$ cat src/rtl/im2col_addr_gen.sv
`default_nettype none
// +------------------------------------------------------------------------+
// | im2col_addr_gen : runtime-configurable Toeplitz (im2col) address gen.   |
// | Revision 1.0                                                            |
// +------------------------------------------------------------------------+
module im2col_addr_gen #(
    parameter int MAX_DIM    = 64,
    parameter int MAX_C      = 64,
    parameter int MAX_KDIM   = 7,
    parameter int MAX_STRIDE = 4,
    parameter int ADDR_W     = 18
) (
    input  logic                            clk,
    input  logic                            rst,
    input  logic                            start,
    input  logic [$clog2(MAX_DIM+1)-1:0]    cfg_in_h,
    input  logic [$clog2(MAX_DIM+1)-1:0]    cfg_in_w,
    input  logic [$clog2(MAX_C+1)-1:0]      cfg_in_c,
    input  logic [$clog2(MAX_KDIM+1)-1:0]   cfg_kh,
    input  logic [$clog2(MAX_KDIM+1)-1:0]   cfg_kw,
    input  logic [$clog2(MAX_STRIDE+1)-1:0] cfg_stride,
    input  logic [$clog2(MAX_KDIM)-1:0]     cfg_pad,
    output logic                            out_valid,
    input  logic                            out_ready,
    output logic [ADDR_W-1:0]               out_addr,
    output logic                            out_pad,
    output logic [15:0]                     out_m,
    output logic [15:0]                     out_k,
    output logic                            out_row_last,
    output logic                            out_last,
    output logic                            busy,
    output logic                            done,
    output logic                            cfg_err
);

    localparam int DIM_W = $clog2(MAX_DIM+1);
    localparam int C_W   = $clog2(MAX_C+1);
    localparam int K_W   = $clog2(MAX_KDIM+1);
    localparam int S_W   = $clog2(MAX_STRIDE+1);
    localparam int P_W   = $clog2(MAX_KDIM);
    localparam int SW    = DIM_W + 2;

    localparam logic [1:0] S_IDLE = 2'd0;
    localparam logic [1:0] S_RUN  = 2'd1;
    localparam logic [1:0] S_DONE = 2'd2;

    typedef logic signed [SW-1:0] coord_t;

    // An origin is the last of its axis when the next one would push the kernel past in+pad.
    function automatic logic org_final(input coord_t           org,
                                       input logic [S_W-1:0]   s,
                                       input logic [K_W-1:0]   kd,
                                       input logic [DIM_W-1:0] dim,
                                       input logic [P_W-1:0]   p);
        return (org + coord_t'(s) + coord_t'(kd)) > (coord_t'(dim) + coord_t'(p));
    endfunction

    logic [1:0]       state_q, state_d;
    logic             valid_q, valid_d;
    logic             busy_q, done_q, cfg_err_q;

    logic [DIM_W-1:0] in_h_q, in_w_q;
    logic [C_W-1:0]   in_c_q;
    logic [K_W-1:0]   kh_q, kw_q;
    logic [S_W-1:0]   stride_q;
    logic [P_W-1:0]   cfg_pad_q;

    coord_t           oy_q, oy_d, ox_q, ox_d;
    logic [C_W-1:0]   c_q, c_d;
    logic [K_W-1:0]   ky_q, ky_d, kx_q, kx_d;
    logic [15:0]      m_q, m_d, k_q, k_d;

    logic [ADDR_W-1:0] oaddr_q;
    logic              opad_q, orow_last_q, olast_q;

    logic [SW-1:0]    w_span_h, w_span_w;
    logic             w_cfg_ok, w_idle, w_start_ok, w_fire, w_load;

    assign w_span_h = SW'(cfg_in_h) + (SW'(cfg_pad) << 1);
    assign w_span_w = SW'(cfg_in_w) + (SW'(cfg_pad) << 1);

    assign w_cfg_ok = (cfg_in_h != '0) && (cfg_in_w != '0) && (cfg_in_c != '0) &&
                      (cfg_kh != '0) && (cfg_kw != '0) && (cfg_stride != '0) &&
                      (cfg_stride <= S_W'(MAX_STRIDE)) &&
                      (cfg_in_h <= DIM_W'(MAX_DIM)) && (cfg_in_w <= DIM_W'(MAX_DIM)) &&
                      (cfg_in_c <= C_W'(MAX_C)) &&
                      (SW'(cfg_kh) <= w_span_h) && (SW'(cfg_kw) <= w_span_w);

    assign w_idle     = (state_q == S_IDLE);
    assign w_start_ok = w_idle && start && w_cfg_ok;
    assign w_fire     = valid_q && out_ready;
    assign w_load     = w_start_ok || (w_fire && !olast_q);

    // The first element is built in the start cycle, before the config is latched.
    logic [DIM_W-1:0] e_in_h, e_in_w;
    logic [C_W-1:0]   e_in_c;
    logic [K_W-1:0]   e_kh, e_kw;
    logic [S_W-1:0]   e_stride;
    logic [P_W-1:0]   e_pad;

    assign e_in_h   = w_idle ? cfg_in_h   : in_h_q;
    assign e_in_w   = w_idle ? cfg_in_w   : in_w_q;
    assign e_in_c   = w_idle ? cfg_in_c   : in_c_q;
    assign e_kh     = w_idle ? cfg_kh     : kh_q;
    assign e_kw     = w_idle ? cfg_kw     : kw_q;
    assign e_stride = w_idle ? cfg_stride : stride_q;
    assign e_pad    = w_idle ? cfg_pad    : cfg_pad_q;

    logic w_cur_last_kx, w_cur_last_ky, w_cur_last_c, w_cur_last_ox;

    assign w_cur_last_kx = (kx_q == kw_q - K_W'(1));
    assign w_cur_last_ky = (ky_q == kh_q - K_W'(1));
    assign w_cur_last_c  = (c_q == in_c_q - C_W'(1));
    assign w_cur_last_ox = org_final(ox_q, stride_q, kw_q, in_w_q, cfg_pad_q);

    always_comb begin
        oy_d = oy_q;
        ox_d = ox_q;
        c_d  = c_q;
        ky_d = ky_q;
        kx_d = kx_q;
        m_d  = m_q;
        k_d  = k_q;
        if (w_idle) begin
            oy_d = -coord_t'(cfg_pad);
            ox_d = -coord_t'(cfg_pad);
            c_d  = '0;
            ky_d = '0;
            kx_d = '0;
            m_d  = '0;
            k_d  = '0;
        end else if (!w_cur_last_kx) begin
            kx_d = kx_q + K_W'(1);
            k_d  = k_q + 16'd1;
        end else begin
            kx_d = '0;
            if (!w_cur_last_ky) begin
                ky_d = ky_q + K_W'(1);
                k_d  = k_q + 16'd1;
            end else begin
                ky_d = '0;
                if (!w_cur_last_c) begin
                    c_d = c_q + C_W'(1);
                    k_d = k_q + 16'd1;
                end else begin
                    c_d = '0;
                    k_d = '0;
                    m_d = m_q + 16'd1;
                    if (!w_cur_last_ox) begin
                        ox_d = ox_q + coord_t'(stride_q);
                    end else begin
                        ox_d = -coord_t'(cfg_pad_q);
                        oy_d = oy_q + coord_t'(stride_q);
                    end
                end
            end
        end
    end

    coord_t            w_iy, w_ix;
    logic              w_pad, w_row_last, w_last;
    logic [ADDR_W-1:0] w_addr;

    assign w_iy  = oy_d + coord_t'(ky_d);
    assign w_ix  = ox_d + coord_t'(kx_d);
    assign w_pad = (w_iy < 0) || (w_iy >= coord_t'(e_in_h)) ||
                   (w_ix < 0) || (w_ix >= coord_t'(e_in_w));

    // Inside the image iy/ix are non-negative and below MAX_DIM, so the low bits suffice.
    assign w_addr = w_pad ? '0 :
                    (ADDR_W'(c_d) * ADDR_W'(e_in_h) + ADDR_W'(w_iy[DIM_W-1:0])) * ADDR_W'(e_in_w)
                    + ADDR_W'(w_ix[DIM_W-1:0]);

    assign w_row_last = (kx_d == e_kw - K_W'(1)) && (ky_d == e_kh - K_W'(1)) &&
                        (c_d == e_in_c - C_W'(1));
    assign w_last     = w_row_last &&
                        org_final(ox_d, e_stride, e_kw, e_in_w, e_pad) &&
                        org_final(oy_d, e_stride, e_kh, e_in_h, e_pad);

    always_comb begin
        state_d = state_q;
        valid_d = valid_q;
        case (state_q)
            S_IDLE: begin
                if (w_start_ok) begin
                    state_d = S_RUN;
                    valid_d = 1'b1;
                end
            end
            S_RUN: begin
                if (w_fire && olast_q) begin
                    state_d = S_DONE;
                    valid_d = 1'b0;
                end
            end
            S_DONE:  state_d = S_IDLE;
            default: begin
                state_d = S_IDLE;
                valid_d = 1'b0;
            end
        endcase
    end

    always_ff @(posedge clk or posedge rst) begin
        if (rst) begin
            state_q   <= S_IDLE;
            valid_q   <= 1'b0;
            busy_q    <= 1'b0;
            done_q    <= 1'b0;
            cfg_err_q <= 1'b0;
            in_h_q    <= '0;
            in_w_q    <= '0;
            in_c_q    <= '0;
            kh_q      <= '0;
            kw_q      <= '0;
            stride_q  <= '0;
            cfg_pad_q <= '0;
        end else begin
            state_q   <= state_d;
            valid_q   <= valid_d;
            busy_q    <= (state_d != S_IDLE);
            done_q    <= (state_d == S_DONE);
            cfg_err_q <= w_idle && start && !w_cfg_ok;
            if (w_start_ok) begin
                in_h_q    <= cfg_in_h;
                in_w_q    <= cfg_in_w;
                in_c_q    <= cfg_in_c;
                kh_q      <= cfg_kh;
                kw_q      <= cfg_kw;
                stride_q  <= cfg_stride;
                cfg_pad_q <= cfg_pad;
            end
        end
    end

    // Counters always describe the element currently held in the output registers.
    always_ff @(posedge clk or posedge rst) begin
        if (rst) begin
            oy_q        <= '0;
            ox_q        <= '0;
            c_q         <= '0;
            ky_q        <= '0;
            kx_q        <= '0;
            m_q         <= '0;
            k_q         <= '0;
            oaddr_q     <= '0;
            opad_q      <= 1'b0;
            orow_last_q <= 1'b0;
            olast_q     <= 1'b0;
        end else if (w_load) begin
            oy_q        <= oy_d;
            ox_q        <= ox_d;
            c_q         <= c_d;
            ky_q        <= ky_d;
            kx_q        <= kx_d;
            m_q         <= m_d;
            k_q         <= k_d;
            oaddr_q     <= w_addr;
            opad_q      <= w_pad;
            orow_last_q <= w_row_last;
            olast_q     <= w_last;
        end
    end

    assign out_valid    = valid_q;
    assign out_addr     = oaddr_q;
    assign out_pad      = opad_q;
    assign out_m        = m_q;
    assign out_k        = k_q;
    assign out_row_last = orow_last_q;
    assign out_last     = olast_q;
    assign busy         = busy_q;
    assign done         = done_q;
    assign cfg_err      = cfg_err_q;

endmodule
`default_nettype wire
$ cat config.mk
export PLATFORM = sky130hd
export DESIGN_NAME = im2col_addr_gen
export DESIGN_NICKNAME = d
export VERILOG_FILES = /design/src/rtl/im2col_addr_gen.sv
export SDC_FILE = /design/constraint.sdc
export NUM_CORES = 1
export LEC_CHECK = 0
export BUFFER_PORTS_ARGS = -buffer_cell sky130_fd_sc_hd__buf_2
export CAP_MARGIN = 40
export CELL_PAD_IN_SITES_DETAIL_PLACEMENT = 0
export CELL_PAD_IN_SITES_GLOBAL_PLACEMENT = 1
export CORE_MARGIN = 5
export CORE_UTILIZATION = 49
export CTS_BUF_LIST = sky130_fd_sc_hd__clkbuf_16
export DETAILED_ROUTE_END_ITERATION = 16
export GPL_ROUTABILITY_DRIVEN = 0
export GPL_TIMING_DRIVEN = 0
export PLACE_DENSITY_LB_ADDON = 0.1
export SYNTH_ARGS = -nofsm -noshare
export SYNTH_HDL_FRONTEND = slang
export SYNTH_SLANG_ARGS = --single-unit
export TNS_END_PERCENT = 5
$ cat constraint.sdc
create_clock -name clk -period 14.8 [get_ports clk]
set_clock_uncertainty 0.1 [all_clocks]
set_input_delay 0 -clock clk [delete_from_list [all_inputs] [get_ports clk]]
set_output_delay 0 -clock clk [all_outputs]
set_load 0.05 [all_outputs]
==> run metrics, run 1 <==
Setup TNS 0 ns; Cells after Synth 1743; Initial DRC Count 736; warnings from Yosys 0; arrival time worst endpoint 14.13 ns; logic gate share of total power 4.6%; DRT antenna net count 0; Max FO, Critical Path 10; peak per-stage delay on the critical path 0.64 ns; EDFF count, synth 0; worst slew pin tran 0.879 ns; CTS Buf Count 17; Max Cap Viol 0; total track usage 24.7%; total congestion overflow 0; layout cells sized above 1 11.1%; Crit. End Element register; H-tree depth 4; startpoint types register; CP Class register to register; mean post-synth cell area 8.80 µm²; post-layout min period 13.91 ns; Post-synth top cells 202 x inv_1, 184 x nor2_1, 167 x ha_1, 153 x nand2_1, 123 x dfrtp_1; endpoints failing setup 0; CP dominant cell by count fa_1; ys async rst share 100%; unrepaired setup endpoints after global routing false; Post-Syn Nets 2068; CTS tree built; Slew Limit Headroom 41.2%; Seq cells post-synth 123; Die X 187 µm; Switch Pwr 0.000191 W; average vias per placed instance 5.50; largest net degree at the start of global routing 64; Reg power frac 41.6%; total leakage power 8.60 nW; initial antenna violation count 0; Primary FF master, synth dfrtp_1; CP max-delay cell mux2i_1; count leader, synth inv_1; Num Clock Sinks 123; Sw Share 23.7%; Initial Util 49.9%; DR WL/cell 18.3 µm; vias in the first global route 13100; fin crit share 94.0%; fin. max-slew vios 0; Synth-to-Final Area Change 13.3%; Rows 64; Initial DRT Pass Iterations 5; CTS clk-pin slew, worst paths 0.07 ns; final wirelength 42300 µm; diode count 0; Clock Path Buffers 2; Pwr per Cell Area 46.5 nW/µm²; Port Buffer Count 93; worst-skew pair later-pin latency 0.42 ns; global-route wire length before repair 70200 µm; post-CTS repair timing setup buffer count 0; Data required, critical path 15.02 ns; register area share after synthesis 20.1%; Distinct cells, synth 85; Core Footprint 30700 µm²; Mapped Area 15300 µm²; P_int 0.000617 W; DIE AREA 34900 µm²; Yosys top cell area share 20.1%; Final #Nets 2230; post-route cell area 17400 µm²; Ports 94; DR DRC count 0; Area contributors post-synth dfrtp_1 20%, fa_1 16%, ha_1 14%; clock network power share 53.8%; dpl hpwl 34000 µm; Yosys top cell by area dfrtp_1; die span in y 187 µm; via count 12700; FILL cells 2846; peak supply drop 0.0907 mV; final hold violation count 0; status complete, no violations; fmax 71.9 MHz; root buffer cell clkbuf_16; DP Area 16400 µm²; type of the worst min-delay path input port to async pin
-- cell usage in the layout (no fill, tap or decap), types with 14 or more instances in the layout --
cell           Yosys  routed
a22o_1            21      21
or3_1             20      20
mux2i_1           31      31
a21o_1            22      22
nand2b_1          32      32
xnor2_1           87      87
nand3_1           34      34
xor2_1            75      75
nand2_1          153     153
dfrtp_1          123     123
nor2b_1           21      21
nand4_1           25      25
nor3_1            34      34
o21ai_0           73      73
inv_1            202     201
fa_1             121     121
dlygate4sd3_1      0      36
and2_1            14      14
ha_1             167     167
nor2_1           184     184
clkbuf_16          0      17
a21oi_1           87      87
buf_2              5     100
mux2_2            30      30
clkbuf_1          37      37
-- sequential cells by signal, summed over array words and instances (netlist names), 7 cells and up --
register  cells
in_w_q        7
out_addr     18
out_k        16
ox_q          9
out_m        16
c_q           7
oy_q          9
in_h_q        7
in_c_q        7
-- logic make-up (layout without fill, tap and decap cells) --
| logic type | Yosys count | in the layout | share of synthesized area, % |
|---|---|---|---|
| buffers and inverters | 249 | 424 | 6.21 |
| AO/OA/AOI/OAI | 279 | 279 | 11.9 |
| adder cells (fa/ha/maj) | 288 | 288 | 29.4 |
| XOR/XNOR | 169 | 169 | 10.2 |
| flip-flops | 123 | 123 | 20.1 |
| AND/OR/NAND/NOR | 573 | 573 | 17.9 |
| multiplexers | 62 | 62 | 4.30 |
-- through the flow --
| stage | setup slack, ns | hold slack, ns | utilization, % | std cells | power (W) |
|---|---|---|---|---|---|
| floorplan | 3.06 | 0.0132 | - | 1743 | 0.000357 |
| global placement | 0.251 | 0.137 | 53.0 | 2232 | 0.000371 |
| detailed placement | 0.644 | 0.0259 | 53.4 | 2246 | 0.000373 |
| CTS | 0.614 | 0.124 | 56.5 | 2314 | 0.000814 |
| global route | 0.199 | 0.163 | 56.5 | 2314 | 0.000834 |
| finish | 0.889 | 0.0977 | 56.5 | 2314 | 0.000808 |
-- cell type report --
class	instances	area, µm²	share of cell area (%)
Sequential cell	123	3080	17.7
Multi-Input combinational cell	1371	11300	65.0
Inverter	203	767	4.41
Clock buffer	17	425	2.45
Tap cell	396	495	2.85
Clock inverter	15	174	1.00
Timing Repair Buffer	143	946	5.44
Buffer	46	191	1.10
-- per-layer routing --
| metal | track usage, % | part of all wire, % | vias up |
|---|---|---|---|
| li1 | - | - | 6180 |
| met1 | 33.9 | 46 | 6241 |
| met2 | 41.5 | 47 | 254 |
| met3 | 3.40 | 4.3 | 51 |
| met4 | 6.26 | 2.3 | 0 |
| met5 | 0 | 0 | - |
-- critical path: cells and delay by family, from the launching register on --
kind | cells | cell delay (ns)
xor+xnor | 5 | 1.44
mux | 1 | 0.64
compound gates | 9 | 2.22
flops | 1 | 0.41
fa+ha+maj | 11 | 5.05
buf+inv | 13 | 3.18
simple gates | 6 | 0.73
-- power by group through the flow --
stage / Sequential [W] / Clock [W] / Combinational [W]
floorplan: 0.000342 / 0 / 0.0000143
global placement: 0.000343 / 0 / 0.0000282
detailed placement: 0.000342 / 0 / 0.0000302
CTS: 0.000336 / 0.000440 / 0.0000376
global route: 0.000336 / 0.000456 / 0.0000421
finish: 0.000336 / 0.000434 / 0.0000372
-- worst paths after layout --
kind | to | start | slack (ns) | cells past startpoint
worst max-delay path | out_addr[17] | state_q[0] | 0.89 | 45
worst min-delay path | out_m[15] | rst | 0.1 | 3
worst max register to register | out_addr[17] | state_q[0] | 0.89 | 45
worst min register to register | out_addr[6] | out_addr[6] | 0.40 | 1
max in group asynchronous | in_c_q[0] | rst | 13.76 | 4
min in group clk | in_c_q[0] | cfg_in_c[0] | 0.27 | 3
-- timing repair --
action                     in CTS  in global routing
hold endpoints to repair       98                  0
hold buffers                   36                  0
resized for setup               0                  2
setup endpoints to repair       0                  1
Power figures use the tool's default switching activity.
==> run 2: changes to the inputs <==
--- a/config.mk
+++ b/config.mk
@@ -15,7 +15,7 @@
 export DETAILED_ROUTE_END_ITERATION = 16
 export GPL_ROUTABILITY_DRIVEN = 0
 export GPL_TIMING_DRIVEN = 0
-export PLACE_DENSITY_LB_ADDON = 0.1
+export PLACE_DENSITY = 0.84
 export SYNTH_ARGS = -nofsm -noshare
 export SYNTH_HDL_FRONTEND = slang
 export SYNTH_SLANG_ARGS = --single-unit
==> run metrics, run 2 (synthesis gave the netlist of run 1 again) <==
unrepaired setup endpoints after global routing false; fmax 70.9 MHz (-1.4%); total leakage power 8.63 nW (+0.34%); Initial DRT Pass Iterations 5 (unchanged); Final #Nets 2228 (-0.090%); status complete, no violations; startpoint types register; worst-skew pair later-pin latency 0.45 ns (+0.03 ns); Clock Path Buffers 2 (unchanged); Setup TNS 0 ns (unchanged); type of the worst min-delay path input port to async pin; Switch Pwr 0.000190 W (-0.87%); Pwr per Cell Area 48.1 nW/µm² (+3.6%); clock network power share 55.4% (+1.6 points); final hold violation count 0 (unchanged); global-route wire length before repair 69100 µm (-1.5%); Max Cap Viol 0 (unchanged); via count 12800 (+0.33%); Die X 187 µm (unchanged); Sw Share 22.6% (-1.1 points); Initial Util 49.9% (unchanged); layout cells sized above 1 10.9% (-0.20 points); Ports 94 (unchanged); Initial DRC Count 817 (+11%); most common cell after layout, fill and taps aside inv_1; DIE AREA 34900 µm² (unchanged); dpl hpwl 33200 µm (-2.4%); total congestion overflow 0 (unchanged); die span in y 187 µm (unchanged); Reg power frac 40.1% (-1.5 points); commonest non-fill, non-tap cells in the layout 204 x inv_1, 184 x nor2_1, 167 x ha_1; worst slew pin tran 0.933 ns (+0.0546 ns); endpoints failing setup 0 (unchanged); Crit path depth 43 (-4.4%); CP Class register to register; Port Buffer Count 93 (unchanged); H-tree depth 4 (unchanged); DR WL/cell 18.0 µm (-1.4%); peak per-stage delay on the critical path 0.70 ns (+0.06 ns); Max FO, Critical Path 10 (unchanged); Placement Setup Slack 0.525 ns (-0.119 ns); Num Clock Sinks 123 (unchanged); final hold slack 0.0695 ns (-0.0282 ns); CTS Buf Count 17 (unchanged); Crit. End Element register; diode count 0 (unchanged); peak supply drop 0.0804 mV (-11%); Slew Limit Headroom 37.1% (-4.0 points); critical path's top delay family adder cells; vias in the first global route 13200 (+0.63%); Rows 64 (unchanged); worst r2r path cells 43 (-4.4%); total track usage 24.5% (-0.22 points); final wirelength 41700 µm (-1.5%); CP max-delay cell nor2_1; post-layout min period 14.11 ns (+0.200 ns); initial antenna violation count 0 (unchanged); DRT antenna net count 0 (unchanged); P_int 0.000648 W (+5.2%); logic gate share of total power 4.5% (about the same); average vias per placed instance 5.52 (+0.42%); Largest register FFs 18 (unchanged); largest net degree at the start of global routing 67 (+4.7%); Data required, critical path 15.04 ns (+0.02 ns); fin. max-slew vios 0 (unchanged); Synth-to-Final Area Change 13.5%; CTS clk-pin slew, worst paths 0.07 ns (about the same); CTS tree built; fin crit share 95.3% (+1.4 points); CP dominant cell by count fa_1; Bufs and invs on worst path 11 (-2); arrival time worst endpoint 14.35 ns (+0.22 ns); DR DRC count 0 (unchanged); Core Footprint 30700 µm² (unchanged); final setup margin 0.689 ns (-0.200 ns); root buffer cell clkbuf_16; fin cells 2312 (-0.086%); Final Util 56.6% (+0.081 points); placed cell count 2244 (-0.089%)
run 2: changes by cell type in the layout (fill, tap and decap cells not counted), moves of 2 or more:
cell | before | now
clkinv_4 | 2 | 0
clkinvlp_4 | 6 | 3
inv_1 | 201 | 204
buf_2 | 100 | 98
bufinv_16 | 3 | 5
run 2: path summary, 6_finish.rpt:
kind	start	to	slack, ns
max reg2reg	state_q[1]	out_addr[17]	0.69
min in group clk	start	cfg_err	0.26
max in group asynchronous	rst	in_c_q[2]	13.81
min	rst	out_m[15]	0.07
min reg2reg	out_pad	out_pad	0.40
max	state_q[1]	out_addr[17]	0.69
run 2: worst register-to-register path: cells and delay by family (launching register included):
kind            cells  cell delay [ns]
compound gates     11             2.48
flops               1             0.42
simple gates        4             1.12
fa+ha+maj          11             5.19
xor+xnor            5             1.21
mux                 1             0.60
buf+inv            11             2.88
run 2: power groups by stage:
stage / clock [W] / sequential, W / combinational (W)
floorplan: 0 / 0.000342 / 0.0000143
global placement: 0 / 0.000343 / 0.0000280
detailed placement: 0 / 0.000342 / 0.0000303
CTS: 0.000472 / 0.000336 / 0.0000377
global route: 0.000486 / 0.000336 / 0.0000420
finish: 0.000464 / 0.000336 / 0.0000375
run 2: routing by layer:
metal	up-vias	routed length, µm	track usage [%]
met1	6265	18600	32.2
met3	54	1850	3.58
li1	6173	-	-
met2	276	20400	42.3
met5	-	0	0
met4	0	850	7.08
run 2: cell type report:
type / count / area, µm²
fillers: 2792 / 13300
multi-input cells: 1371 / 11300
flip-flops and latches: 123 / 3080
repair buffers: 141 / 938
inverters: 203 / 767
well taps: 396 / 495
clock buffers: 17 / 425
clock inverters: 15 / 206
plain buffers: 46 / 191
run 2: timing repair:
action / in CTS / in global routing
setup buffers: 0 / 0
resized for setup: 0 / 1
endpoints found under the hold margin: 95 / 0
setup endpoints to repair: 0 / 1
hold buffers: 36 / 0
run 2: metrics by stage:
stage | power, W | area [µm²]
floorplan | 0.000357 | 15300
global placement | 0.000371 | 16300
detailed placement | 0.000373 | 16400
CTS | 0.000846 | 17400
global route | 0.000864 | 17400
finish | 0.000838 | 17400
